File: src/rtl/cpu_ctrl_pkg.sv
// Control-bundle bit positions, MIPS opcode/function codes and the legality table
// shared by the decode-stage queue and its combinational decoder.
package cpu_ctrl_pkg;

  localparam int SIG_REGDST    = 0;
  localparam int SIG_BRANCH    = 1;
  localparam int SIG_JMP       = 2;
  localparam int SIG_MEMTOREG  = 3;
  localparam int SIG_MEMREAD   = 4;
  localparam int SIG_MEMWRITE  = 5;
  localparam int SIG_ALUSRC    = 6;
  localparam int SIG_REGWRITE  = 7;
  localparam int SIG_ALUOP_LO  = 8;
  localparam int SIG_X_SRC_R2  = 12;
  localparam int SIG_JAL       = 13;
  localparam int SIG_JR        = 14;
  localparam int SIG_SYSCALL   = 15;
  localparam int SIG_MFC0      = 16;
  localparam int SIG_MTC0      = 17;
  localparam int SIG_ERET      = 18;
  localparam int SIG_BSEL_LO   = 19;
  localparam int SIG_LH        = 21;
  localparam int CTRL_W        = 22;

  localparam logic [5:0] OP_RTYPE = 6'h00;
  localparam logic [5:0] OP_J     = 6'h02;
  localparam logic [5:0] OP_JAL   = 6'h03;
  localparam logic [5:0] OP_BEQ   = 6'h04;
  localparam logic [5:0] OP_BNE   = 6'h05;
  localparam logic [5:0] OP_ADDI  = 6'h08;
  localparam logic [5:0] OP_ADDIU = 6'h09;
  localparam logic [5:0] OP_SLTI  = 6'h0A;
  localparam logic [5:0] OP_ANDI  = 6'h0C;
  localparam logic [5:0] OP_ORI   = 6'h0D;
  localparam logic [5:0] OP_XORI  = 6'h0E;
  localparam logic [5:0] OP_LUI   = 6'h0F;
  localparam logic [5:0] OP_COP0  = 6'h10;
  localparam logic [5:0] OP_LH    = 6'h21;
  localparam logic [5:0] OP_LW    = 6'h23;
  localparam logic [5:0] OP_SW    = 6'h2B;

  localparam logic [5:0] FUNC_SLL     = 6'h00;
  localparam logic [5:0] FUNC_SRL     = 6'h02;
  localparam logic [5:0] FUNC_SRA     = 6'h03;
  localparam logic [5:0] FUNC_JR      = 6'h08;
  localparam logic [5:0] FUNC_SYSCALL = 6'h0C;
  localparam logic [5:0] FUNC_ERET    = 6'h18;
  localparam logic [5:0] FUNC_ADD     = 6'h20;
  localparam logic [5:0] FUNC_ADDU    = 6'h21;
  localparam logic [5:0] FUNC_SUB     = 6'h22;
  localparam logic [5:0] FUNC_SUBU    = 6'h23;
  localparam logic [5:0] FUNC_AND     = 6'h24;
  localparam logic [5:0] FUNC_OR      = 6'h25;
  localparam logic [5:0] FUNC_XOR     = 6'h26;
  localparam logic [5:0] FUNC_NOR     = 6'h27;
  localparam logic [5:0] FUNC_SLT     = 6'h2A;
  localparam logic [5:0] FUNC_SLTU    = 6'h2B;

  localparam logic [4:0] COP0_MF = 5'h00;
  localparam logic [4:0] COP0_MT = 5'h04;
  localparam logic [4:0] COP0_CO = 5'h10;

  typedef enum logic [3:0] {
    ALU_AND  = 4'd0,
    ALU_OR   = 4'd1,
    ALU_XOR  = 4'd2,
    ALU_NOR  = 4'd3,
    ALU_ADD  = 4'd5,
    ALU_SUB  = 4'd6,
    ALU_SLT  = 4'd7,
    ALU_SLTU = 4'd8,
    ALU_SLL  = 4'd9,
    ALU_SRL  = 4'd10,
    ALU_SRA  = 4'd11,
    ALU_LUI  = 4'd12
  } alu_op_e;

  typedef struct packed {
    logic              legal;
    logic [CTRL_W-1:0] sig;
  } ctrl_t;

  function automatic logic [CTRL_W-1:0] bit_of(input int idx);
    return CTRL_W'(1) << idx;
  endfunction

  function automatic logic [CTRL_W-1:0] alu_field(input alu_op_e op);
    return CTRL_W'(op) << SIG_ALUOP_LO;
  endfunction

  function automatic logic [CTRL_W-1:0] rtype(input alu_op_e op);
    return bit_of(SIG_REGDST) | bit_of(SIG_REGWRITE) | alu_field(op);
  endfunction

  function automatic logic [CTRL_W-1:0] itype(input alu_op_e op);
    return bit_of(SIG_ALUSRC) | bit_of(SIG_REGWRITE) | alu_field(op);
  endfunction

  // Legality table: anything not listed decodes to an all-zero bundle with legal=0.
  function automatic ctrl_t ctrl_table(input logic [31:0] ir);
    ctrl_t      c;
    logic [5:0] op;
    logic [5:0] func;
    logic [4:0] rs;
    op      = ir[31:26];
    func    = ir[5:0];
    rs      = ir[25:21];
    c.legal = 1'b1;
    c.sig   = '0;
    case (op)
      OP_RTYPE: begin
        case (func)
          FUNC_ADD, FUNC_ADDU: c.sig = rtype(ALU_ADD);
          FUNC_SUB, FUNC_SUBU: c.sig = rtype(ALU_SUB);
          FUNC_AND:            c.sig = rtype(ALU_AND);
          FUNC_OR:             c.sig = rtype(ALU_OR);
          FUNC_XOR:            c.sig = rtype(ALU_XOR);
          FUNC_NOR:            c.sig = rtype(ALU_NOR);
          FUNC_SLT:            c.sig = rtype(ALU_SLT);
          FUNC_SLTU:           c.sig = rtype(ALU_SLTU);
          FUNC_SLL:            c.sig = rtype(ALU_SLL);
          FUNC_SRL:            c.sig = rtype(ALU_SRL);
          FUNC_SRA:            c.sig = rtype(ALU_SRA);
          FUNC_JR:             c.sig = bit_of(SIG_JMP) | bit_of(SIG_JR);
          FUNC_SYSCALL:        c.sig = bit_of(SIG_SYSCALL);
          default:             c.legal = 1'b0;
        endcase
      end
      OP_J:     c.sig = bit_of(SIG_JMP);
      OP_JAL:   c.sig = bit_of(SIG_JMP) | bit_of(SIG_REGWRITE) | bit_of(SIG_JAL);
      OP_BEQ:   c.sig = bit_of(SIG_BRANCH) | alu_field(ALU_SUB);
      OP_BNE:   c.sig = bit_of(SIG_BRANCH) | alu_field(ALU_SUB) | bit_of(SIG_BSEL_LO);
      OP_ADDI, OP_ADDIU: c.sig = itype(ALU_ADD);
      OP_SLTI:  c.sig = itype(ALU_SLT);
      OP_ANDI:  c.sig = itype(ALU_AND);
      OP_ORI:   c.sig = itype(ALU_OR);
      OP_XORI:  c.sig = itype(ALU_XOR);
      OP_LUI:   c.sig = itype(ALU_LUI);
      OP_LW:    c.sig = itype(ALU_ADD) | bit_of(SIG_MEMTOREG) | bit_of(SIG_MEMREAD);
      OP_LH:    c.sig = itype(ALU_ADD) | bit_of(SIG_MEMTOREG) | bit_of(SIG_MEMREAD) | bit_of(SIG_LH);
      OP_SW:    c.sig = bit_of(SIG_ALUSRC) | bit_of(SIG_MEMWRITE) | alu_field(ALU_ADD);
      OP_COP0: begin
        if (rs == COP0_MF)
          c.sig = bit_of(SIG_REGWRITE) | bit_of(SIG_MFC0);
        else if (rs == COP0_MT)
          c.sig = bit_of(SIG_MTC0) | bit_of(SIG_X_SRC_R2);
        else if (rs == COP0_CO && func == FUNC_ERET)
          c.sig = bit_of(SIG_ERET);
        else
          c.legal = 1'b0;
      end
      default:  c.legal = 1'b0;
    endcase
    if (!c.legal) c.sig = '0;
    return c;
  endfunction

endpackage

File: src/rtl/ir_ctrl_decode.sv
// Pure combinational instruction decoder: instruction word -> control bundle,
// illegal flag and trap flag (syscall, eret or illegal).
module ir_ctrl_decode
  import cpu_ctrl_pkg::*;
#(
  parameter int SIG_W = 32
) (
  input  logic [31:0]      ir,
  output logic [SIG_W-1:0] signal,
  output logic             illegal,
  output logic             trap
);

  ctrl_t ctrl;

  assign ctrl    = ctrl_table(ir);
  assign signal  = SIG_W'(ctrl.sig);
  assign illegal = !ctrl.legal;
  assign trap    = ctrl.sig[SIG_SYSCALL] | ctrl.sig[SIG_ERET] | !ctrl.legal;

endmodule

File: src/rtl/ir_decode_queue.sv
// Decode-stage front end: circular instruction queue feeding a registered,
// decoded output slot, with trap serialisation and pipeline flush.
module ir_decode_queue
  import cpu_ctrl_pkg::*;
#(
  parameter int DEPTH = 4,
  parameter int PC_W  = 32,
  parameter int SIG_W = 32
) (
  input  logic                     clk,
  input  logic                     rst,
  input  logic                     in_valid,
  output logic                     in_ready,
  input  logic [31:0]              in_ir,
  input  logic [PC_W-1:0]          in_pc,
  input  logic                     flush,
  output logic                     out_valid,
  input  logic                     out_ready,
  output logic [31:0]              out_ir,
  output logic [PC_W-1:0]          out_pc,
  output logic [SIG_W-1:0]         out_signal,
  output logic                     out_illegal,
  output logic                     out_trap,
  output logic                     trap_hold,
  output logic [$clog2(DEPTH):0]   count
);

  localparam int PTR_W = $clog2(DEPTH);
  localparam int CNT_W = PTR_W + 1;
  localparam logic [CNT_W-1:0] FULL = CNT_W'(DEPTH);

  logic [31:0]      ir_mem [DEPTH];
  logic [PC_W-1:0]  pc_mem [DEPTH];
  logic [PTR_W-1:0] rd_ptr;
  logic [PTR_W-1:0] wr_ptr;

  logic [31:0]      head_ir;
  logic [SIG_W-1:0] head_signal;
  logic             head_illegal;
  logic             head_trap;
  logic             push;
  logic             load;
  logic             out_fire;

  assign head_ir = ir_mem[rd_ptr];

  ir_ctrl_decode #(.SIG_W(SIG_W)) u_decode (
    .ir      (head_ir),
    .signal  (head_signal),
    .illegal (head_illegal),
    .trap    (head_trap)
  );

  // No full pass-through: a pop in the same cycle does not open the queue.
  assign in_ready = (count != FULL) && !rst;
  assign push     = in_valid && in_ready && !flush;
  assign out_fire = out_valid && out_ready;
  // A trap leaving the output slot must also block the load racing it that cycle.
  assign load     = (count != '0) && !trap_hold && (!out_valid || out_ready)
                    && !(out_fire && out_trap);

  always_ff @(posedge clk) begin
    if (push) begin
      ir_mem[wr_ptr] <= in_ir;
      pc_mem[wr_ptr] <= in_pc;
    end
  end

  always_ff @(posedge clk) begin
    if (rst || flush) begin
      rd_ptr      <= '0;
      wr_ptr      <= '0;
      count       <= '0;
      out_valid   <= 1'b0;
      out_ir      <= '0;
      out_pc      <= '0;
      out_signal  <= '0;
      out_illegal <= 1'b0;
      out_trap    <= 1'b0;
      trap_hold   <= 1'b0;
    end else begin
      if (push) wr_ptr <= wr_ptr + PTR_W'(1);
      if (load) begin
        out_valid   <= 1'b1;
        out_ir      <= head_ir;
        out_pc      <= pc_mem[rd_ptr];
        out_signal  <= head_signal;
        out_illegal <= head_illegal;
        out_trap    <= head_trap;
        rd_ptr      <= rd_ptr + PTR_W'(1);
      end else if (out_fire) begin
        out_valid <= 1'b0;
      end
      if (out_fire && out_trap) trap_hold <= 1'b1;
      count <= count + CNT_W'(push) - CNT_W'(load);
    end
  end

endmodule

File: config.mk
export PLATFORM = sky130hd
export DESIGN_NAME = ir_decode_queue
export DESIGN_NICKNAME = d
export VERILOG_FILES = /design/src/rtl/cpu_ctrl_pkg.sv /design/src/rtl/ir_ctrl_decode.sv /design/src/rtl/ir_decode_queue.sv
export SDC_FILE = /design/constraint.sdc
export NUM_CORES = 1
export LEC_CHECK = 0
export CORE_MARGIN = 2
export CORE_UTILIZATION = 50
export CTS_BUF_LIST = sky130_fd_sc_hd__clkbuf_4 sky130_fd_sc_hd__clkbuf_8
export DETAILED_ROUTE_END_ITERATION = 8
export PLACE_DENSITY = 0.82
export SLEW_MARGIN = 20
export SYNTH_ARGS = -nofsm -noshare
export SYNTH_HDL_FRONTEND = slang
export SYNTH_SLANG_ARGS = --single-unit
File: constraint.sdc
create_clock -name clk -period 5.4 [get_ports clk]
set_input_delay 1.62 -clock clk [delete_from_list [all_inputs] [get_ports clk]]
set_output_delay 1.62 -clock clk [all_outputs]
set_load 0.005 [all_outputs]
# Word level (Yosys, flattened, before mapping)
# Memory sizes are Yosys's and may differ from the RTL's. A register that Yosys moved wholly into a read port is not among the register bits.
# Cells that the tools add are included.
totals:
  regBits: 65
  ram_bits: 256
  inputBits: 69
  output_inout_bits: 104
  elab_cells: 94
  mem_count: 2
op_classes:
  addsub: 4
  n_eq_ne: 33
  muxes: 17
  bitwise: 2
  n_reduce_logical: 27
mem_list:
  columns: ["name", "depth", "word_bits", "rd", "rd_clocked_by_memory_dff", "write_ports", "line", "source"]
  rows:
  - ["ir_mem", 4, 32, 1, 1, 1, "ir_decode_queue.sv:32", "logic [31:0] ir_mem [DEPTH];"]
  - ["pc_mem", 4, 32, 1, 1, 1, "ir_decode_queue.sv:33", "logic [PC_W-1:0] pc_mem [DEPTH];"]
op_table:
  columns: ["cell", "n"]
  rows:
  - ["$pmux W22 S15", 1]
  - ["$pmux W16 S13", 1]
  - ["$eq A6 B6 Y1 const B", 13]
  - ["$mux W22", 3]
  - ["$eq A6 B4 Y1 const B", 9]
  - ["$eq A6 B2 Y1 const B", 4]
  - ["$mux W19", 1]
  - ["$reduce_or A15 Y1", 1]
  - ["$reduce_or A14 Y1", 1]
  - ["$eq A6 B3 Y1 const B", 2]
  - ["$eq A6 B5 Y1 const B", 2]
  - ["$logic_not A6 Y1", 2]
  - ["$logic_and A1 B1 Y1", 9]
  - ["$mux W1", 8]
  - ["$logic_not A1 Y1", 6]
  - ["$reduce_or A2 Y1", 3]
  - ["$eq A5 B3 Y1 const B", 1]
  - ["$eq A5 B5 Y1 const B", 1]
  - ["$logic_not A5 Y1", 1]
  - ["$add A2 B1 Y2 const B", 2]
  - ["$mux W2", 2]
  - ["$add A3 B1 Y3", 1]
  - ["$ne A3 B3 Y1 const B", 1]
  - ["$pmux W1 S3", 1]
  - ["other kinds (5)", 7]

# Longest topological paths before layout
# Gate-level depths: netlist of run 1.
logic_depth:
  ltp_word: 9
  ltp_mapped: 15
  depth_no_buf: 13

# By module
# Synthesis of run 1 repeated with hierarchy kept, for this count alone.
unflattened:
  cells_unflattened: 1020
  hier_area_um2: 14741.6
by_module_without_submodules:
  columns: ["module", "instances", "cells_per_inst", "area_each_um2", "seq_area_each_um2"]
  rows:
  - ["ir_decode_queue", 1, 903, 14027.2, 9869.5]
  - ["ir_ctrl_decode", 1, 117, 714.4, 0.0]

# Worst setup path before layout of run 1
# OpenSTA, ideal clock, no wires.
synth_timing:
  path_kind: "input to register"
  startpoint: "input port rst"
  endpoint: "memory ir_mem[0][0] (enable)"
  setup_time_ns: 0.429
  arrival_time_ns: 3.666
  required_ns: 4.971
  slack_ns: 1.306
  stages: 3
  path_buffers: 0
  path_cell_list: "or2_2 -> nor2_1 -> and2_1"
synth_via:
  elab_chain_len: 6
synth_rtl:
  columns: ["element", "line", "source"]
  rows:
  - ["start: declaration", "ir_decode_queue.sv:11", "input logic rst,"]
  - ["$logic_not A1 Y1", "ir_decode_queue.sv:55", "assign in_ready = (count != FULL) && !rst;"]
  - ["$logic_and A1 B1 Y1", "ir_decode_queue.sv:55", null]
  - ["$logic_and A1 B1 Y1 (2 in series)", "ir_decode_queue.sv:56", "assign push = in_valid && in_ready && !flush;"]
  - ["$mux W1", "ir_decode_queue.sv:63", "if (push) begin"]
  - ["$mux W1 (implied by the code)", "ir_decode_queue.sv:64", "ir_mem[wr_ptr] <= in_ir;"]
  - ["end: declaration", "ir_decode_queue.sv:32", null]
# No other way between the ends.

# Final worst setup path of run 1
layout_timing:
  startpoint: "input port rst"
  endpoint: "output port in_ready"
layout_via:
  elab_chain_len: 2
layout_rtl:
  columns: ["element", "line", "source"]
  rows:
  - ["$logic_not A1 Y1", "ir_decode_queue.sv:55", null]
  - ["$logic_and A1 B1 Y1", "ir_decode_queue.sv:55", null]
  - ["end: declaration", "ir_decode_queue.sv:13", "output logic in_ready,"]
# No other way between the ends.

==> summary.txt, run 1 <==
Status
  • Run status: finished, final reports clean

Final layout
  • Area delta synth->final: 22.9%
  • Commonest cells after routing, fill and taps aside: edfxtp_1 (256), clkdlybuf4s50_1 (161), nand2_1 (152), dfxtp_1 (92), a21oi_1 (76)
  • Layout cells sized above 1: 0.164
  • NumNets Final: 1095
  • Non-filler cells, final: 1398
  • Commonest non-fill, non-tap cell in the layout: edfxtp_1
  • Inserted Diodes: 0

Setup path
  • Worst path required time: 3.78 ns
  • Startpoint Class: input port
  • Worst-path fanout max: 3
  • Critical Path AT: 2.70 ns
  • Crit Path Class: input port to output pin
  • Critical path endpoint category: output pin

Logic synthesis
  • Flops & latches, synth: 352
  • Async set-reset flop share out of synthesis: 0
  • Sequential share of the synthesized area: 0.728
  • Top cell type's share of synthesized area: 0.582
  • Post-synth top area cell: edfxtp_1
  • Ys Warns: 0
  • Syn Area/Cell: 15.5 um^2
  • Yosys cell types: 53
  • Mapped cell area: 0.0132 mm^2
  • Synthesized instance count: 850
  • Ranking of synthesized cells by area: edfxtp_1 (58%), dfxtp_1 (15%), mux4_2 (11%), nand2_1 (4.3%), a21oi_1 (2.9%)
  • Top FF cell, synth: edfxtp_1
  • Post-synth EDFFs: 256

Pwr
  • Worst IR Drop VDD: 684 uV
  • PD cells: 428 mW/mm^2
  • P_leak: 5.20 nW

STA
  • Setup Viol. Count Final: 0
  • Slew headroom: 0.311
  • RSZ-0062 raised after global routing: no
  • Slew @ Worst Pin: 1.03 ns
  • Tmin final: 4.32 ns
  • Fin crit share: 0.800
  • Fmax: 0.232 GHz
  • Max-slew violation count: 0
  • Fin Setup TNS: 0 ns
  • Hold Vio Cnt, Final: 0
  • Post-Route Skew: 0.0163 ns

Floorplan
  • Core Region: 0.0260 mm^2
  • Starting Density: 0.508
  • Die area: 0.0277 mm^2
  • Rows: 59
  • Chip height: 166 um
  • Die Span X: 166 um
  • # IOs: 173

Drt
  • Antenna Nets Post-Route: 0
  • DR vias/cell: 5.44
  • Vias: 7600
  • Metal3 WL: 1580 um
  • Routed wire length: 26300 um
  • WL met2: 13200 um
  • Met1 WL: 11100 um
  • Drt pass-1 iters: 4
  • Highest Signal Layer: met5
  • WL/cell: 18.8 um
  • Residual DRC: 0
  • Iter 0 DRT Violations: 580

Global route
  • Largest net degree at the start of global routing: 85
  • Total gr overflow: 0
  • First-pass GRT wire length: 42300 um
  • Vias in the first global route: 7806
  • All-layer global routing usage: 0.193
  • Initial antenna violation count: 2

Clock tree
  • CTS buffer count: 54
  • Post CTS Setup Buffer Count: 0
  • Worst-skew pair later-pin latency: 0.56 ns
  • CTS Hold Bufs: 0
  • Cts repair resizes: 0
  • H-tree lvl count: 2
  • CTS tree: built
  • CTS max path bufs: 3
  • Root Driver: clkbuf_8
  • Clock Sinks: 352
  • CTS clk-pin slew, worst paths: 0.06 ns

Place
  • Placed Cells: 1298
  • PortBufs: 161
  • GPL Wtd Cong: 0.804
  • Placed wire-length estimate: 15500 um

Run
  • Max cap viols: 0

Min path
  • HP Class: register to register
logic make-up after synthesis:
kind of cell	count (synthesis)	share of synthesized area
simple gates	227	0.0735
xor+xnor	5	0.00332
other cells	1	0.000284
compound gates	119	0.0519
flops	352	0.728
fa+ha+maj	7	0.00720
mux	66	0.111
buf+inv	73	0.0251
area by class of cell:
class | instances | area [um^2]
Clock buffer | 77 | 947
Clock inverter | 23 | 236
Fill cell | 1898 | 9760
Inverter | 10 | 37.5
Multi-Input combinational cell | 435 | 3320
Sequential cell | 352 | 9610
Tap cell | 335 | 419
Timing Repair Buffer | 166 | 1650
critical path, stage by stage:
cell and delay (ns):
clkdlybuf4s50_1 0.44, a21oi_1 0.12, clkdlybuf4s50_1 0.51
report_power, final:
group | leakage [nW] | switching [mW] | internal (mW) | total, mW
Clock | 0.626 | 0.976 | 1.37 | 2.35
Sequential | 3.09 | 0.104 | 3.04 | 3.14
Combinational | 1.49 | 0.852 | 0.596 | 1.45
through the flow:
stage | hold slack [ns] | setup slack (ns) | instance area, um^2 | util | power, mW
6_report | 0.452 | 1.08 | 16200 | 0.624 | 6.94
5_1_grt | 0.466 | 1.04 | 16200 | 0.624 | 7.28
4_1_cts | 0.455 | 1.07 | 16200 | 0.624 | 7.00
3_5_place_dp | 0.447 | 1.07 | 15000 | 0.579 | 4.66
3_3_place_gp | 0.440 | 1.09 | 15000 | 0.579 | 4.61
2_1_floorplan | 0.444 | 1.31 | 13200 | - | 4.11
cell usage after synthesis (6+ instances only):
master,n
edfxtp_1,256
nand2_1,152
dfxtp_1,96
a21oi_1,76
mux4_2,64
clkbuf_1,37
nor2_1,29
buf_4,14
inv_1,10
nand2b_1,9
nand3_1,9
buf_1,8
o21ai_1,7
and2_1,6
ha_1,6
o21ai_0,6
worst paths after layout:
path              slack [ns]     endpoint        from  cells after the start
setup reg to reg        1.90  out_illegal    register                      7
hold reg to reg         0.45   out_pc[17]  out_pc[17]                      2
setup / recovery        1.08     in_ready         rst                      3
hold / removal          0.45   out_pc[17]  out_pc[17]                      2
per-layer routing:
layer	GRT usage	vias to the layer above
li1	-	3523
met1	0.256	3783
met2	0.331	246
met3	0.0411	46
met4	0.0487	2
met5	0	-
flip-flops by register name (all words and copies together) (netlist names), named ones only:
| name | count |
|---|---|
| count | 3 |
| ir_mem | 128 |
| trap_hold | 1 |
| pc_mem | 128 |
| out_ir | 32 |
| out_pc | 32 |
| out_signal | 19 |
| out_valid | 1 |
| out_trap | 1 |
| rd_ptr | 2 |
| wr_ptr | 2 |
| out_illegal | 1 |
Note: power is estimated with default switching activity, not from simulation.
==> run 2, diff against run 1 <==
Settings changed: PLACE_DENSITY 0.82 to 0.85.
Clock period 5.4 ns to 3.7 ns, I/O delays scaled along.
==> run 2 against run 1 <==
  * Wire length increased by 4.0%
  * Critical path depth unchanged
  * Die area stayed put
  * Sequential cell count is the same
  * Total power increased by 45%
  * Core utilization rose by 0.38 points
  * Clock power grew 41%
  * Worst setup slack lost 0.68 ns
  * Clock skew increased by 0.0036 ns
  * Non-clock buffer count is 9 higher
  * Combinational power is 52% higher
  * Critical endpoint unchanged
  * Largest cell class unchanged
  * Largest power group unchanged
==> summary.txt, run 2 (same netlist as run 1, synthesis figures left out) <==
Pwr
  • Sequential share of power: 0.455 (was 0.453)
  • Comb pwr share: 0.218 (was 0.209)
  • P_leak: 5.26 nW (was 5.20 nW)
  • Sw Pwr: 2.84 mW (was 1.93 mW)
  • Clock network power share: 0.328 (was 0.338)
  • Worst IR Drop VDD: 1070 uV (was 684 uV)
  • PD cells: 618 mW/mm^2 (was 428 mW/mm^2)
  • Switching fraction of total power: 0.282 (was 0.278)
  • Internal power: 7.25 mW (was 5.01 mW)
  • Total Power: 10.1 mW (was 6.94 mW)

Min path
  • HP Class: register to register (unchanged)
  • Hold wc startpoint: out_signal[16] (was out_pc[17])

Drt
  • Vias: 7806 (was 7600)
  • Routed wire length: 27400 um (was 26300 um)
  • Iter 0 DRT Violations: 675 (was 580)
  • Residual DRC: 0 (unchanged)
  • Drt pass-1 iters: 4 (unchanged)
  • DR vias/cell: 5.54 (was 5.44)
  • Antenna Nets Post-Route: 0 (unchanged)
  • WL/cell: 19.4 um (was 18.8 um)

Global route
  • First-pass GRT wire length: 43500 um (was 42300 um)
  • Largest net degree at the start of global routing: 85 (unchanged)
  • Total gr overflow: 0 (unchanged)
  • Vias in the first global route: 8119 (was 7806)
  • Initial antenna violation count: 0 (was 2)
  • All-layer global routing usage: 0.198 (was 0.193)

Clock tree
  • CTS Hold Bufs: 0 (unchanged)
  • Worst-skew pair later-pin latency: 0.56 ns (about the same)
  • Clock Sinks: 352 (unchanged)
  • CTS max path bufs: 3 (unchanged)
  • CTS buffer count: 54 (unchanged)
  • Post CTS Setup Buffer Count: 0 (unchanged)
  • H-tree lvl count: 2 (unchanged)
  • CTS tree: built (unchanged)
  • CTS clk-pin slew, worst paths: 0.06 ns (about the same)
  • Root Driver: clkbuf_8 (unchanged)
  • Cts repair resizes: 0 (unchanged)

STA
  • Post-Route Skew: 0.0199 ns (was 0.0163 ns)
  • Fin Setup TNS: 0 ns (unchanged)
  • Setup ws final: 0.404 ns (was 1.08 ns)
  • Hold Vio Cnt, Final: 0 (unchanged)
  • Hold_ws: 0.450 ns (was 0.452 ns)
  • Fin crit share: 0.891
  • RSZ-0062 raised after global routing: no (unchanged)
  • Fmax: 0.303 GHz
  • Slew @ Worst Pin: 1.02 ns (was 1.03 ns)
  • Setup Viol. Count Final: 0 (unchanged)
  • Tmin final: 3.30 ns
  • Max-slew violation count: 0 (unchanged)
  • Slew headroom: 0.321 (was 0.311)

Setup path
  • Critical path endpoint category: output pin (unchanged)
  • Largest stage delay on the critical path: 0.51 ns (about the same)
  • Buf/Inv on CP: 2 (unchanged)
  • Most used cell, CP: clkdlybuf4s50_1 (unchanged)
  • CP top delay family: buffers and inverters (unchanged)
  • Worst path required time: 2.59 ns (was 3.78 ns)
  • Reg2reg setup slack: 0.69 ns (was 1.90 ns)
  • Crit Path Class: input port to output pin (unchanged)
  • Worst Setup SP: rst (unchanged)
  • Crit path cell chain: clkdlybuf4s50_1, a21oi_1, clkdlybuf4s50_1 (unchanged)
  • Worst-path fanout max: 3 (unchanged)
  • Critical Path AT: 2.19 ns (was 2.70 ns)
  • Startpoint Class: input port (unchanged)
  • Critical-path top delay cell: clkdlybuf4s50_1 (unchanged)

Floorplan
  • Chip height: 166 um (unchanged)
  • Rows: 59 (unchanged)
  • Core Region: 0.0260 mm^2 (unchanged)
  • Die Span X: 166 um (unchanged)
  • Starting Density: 0.508 (unchanged)
  • Die area: 0.0277 mm^2 (unchanged)
  • # IOs: 173 (unchanged)

Status
  • Run status: finished, final reports clean (unchanged)

Final layout
  • Inserted Diodes: 0 (unchanged)
  • Commonest non-fill, non-tap cell in the layout: edfxtp_1 (unchanged)
  • Area delta synth->final: 23.6% (was 22.9%)
  • NumNets Final: 1104 (was 1095)
  • Largest regs: ir_mem (128), pc_mem (128) (unchanged)
  • Commonest cells after routing, fill and taps aside: edfxtp_1 (256), clkdlybuf4s50_1 (161), nand2_1 (152), dfxtp_1 (92), a21oi_1 (76) (unchanged)
  • Final core occ: 0.628 (was 0.624)
  • Layout cells sized above 1: 0.172 (was 0.164)

Place
  • GPL Wtd Cong: 0.796 (was 0.804)
  • Setup slack at placement: 0.208 ns (was 1.07 ns)
  • Placed wire-length estimate: 16200 um (was 15500 um)
  • PortBufs: 161 (unchanged)

Run
  • Max cap viols: 0 (unchanged)
[run 2: cell types whose count changed in the layout (fill, tap and decap cells not counted)]
cell	previous run	this run
clkinvlp_4	1	0
clkinv_2	8	3
clkbuf_8	59	64
buf_12	0	5
clkbuf_4	18	26
inv_6	1	0
buf_4	5	9
bufinv_16	5	1
[run 2: layer usage]
metal | up-vias | part of all wire | global-route usage
met4 | 0 | 0.025 | 0.0611
met3 | 56 | 0.067 | 0.0468
met1 | 3916 | 0.41 | 0.261
li1 | 3538 | - | -
met2 | 296 | 0.49 | 0.331
met5 | - | 0 | 0
[run 2: final cells by class]
class,instances,area (um^2)
Clock buffer,90,1080
Clock inverter,12,75.1
Fill cell,1872,9670
Inverter,10,37.5
Multi-Input combinational cell,435,3320
Sequential cell,352,9610
Tap cell,335,419
Timing Repair Buffer,175,1780
[run 2: final timing paths]
check	cells after the start	end
max	3	in_ready
min	2	out_signal[16]
max reg2reg	7	out_illegal
min reg2reg	2	out_signal[16]
[run 2: power groups by stage]
stage	combinational (mW)	sequential [mW]	clock [mW]
6_report	2.20	4.59	3.31
5_1_grt	2.41	4.61	3.55
4_1_cts	2.24	4.59	3.38
3_5_place_dp	2.22	4.67	0
3_3_place_gp	2.17	4.66	0
2_1_floorplan	1.38	4.61	0
[run 2: tightest hold or removal path, stage by stage (launching register included)]
cell	delay (ns)
dfxtp_1	0.31
nand2_1	0.05
o21ai_1	0.05
[run 2: through the flow]
step,std cells,area (um^2)
floorplan,860,13200
global placement,1307,15200
detailed placement,1307,15200
CTS,1409,16300
global route,1409,16300
finish,1409,16300
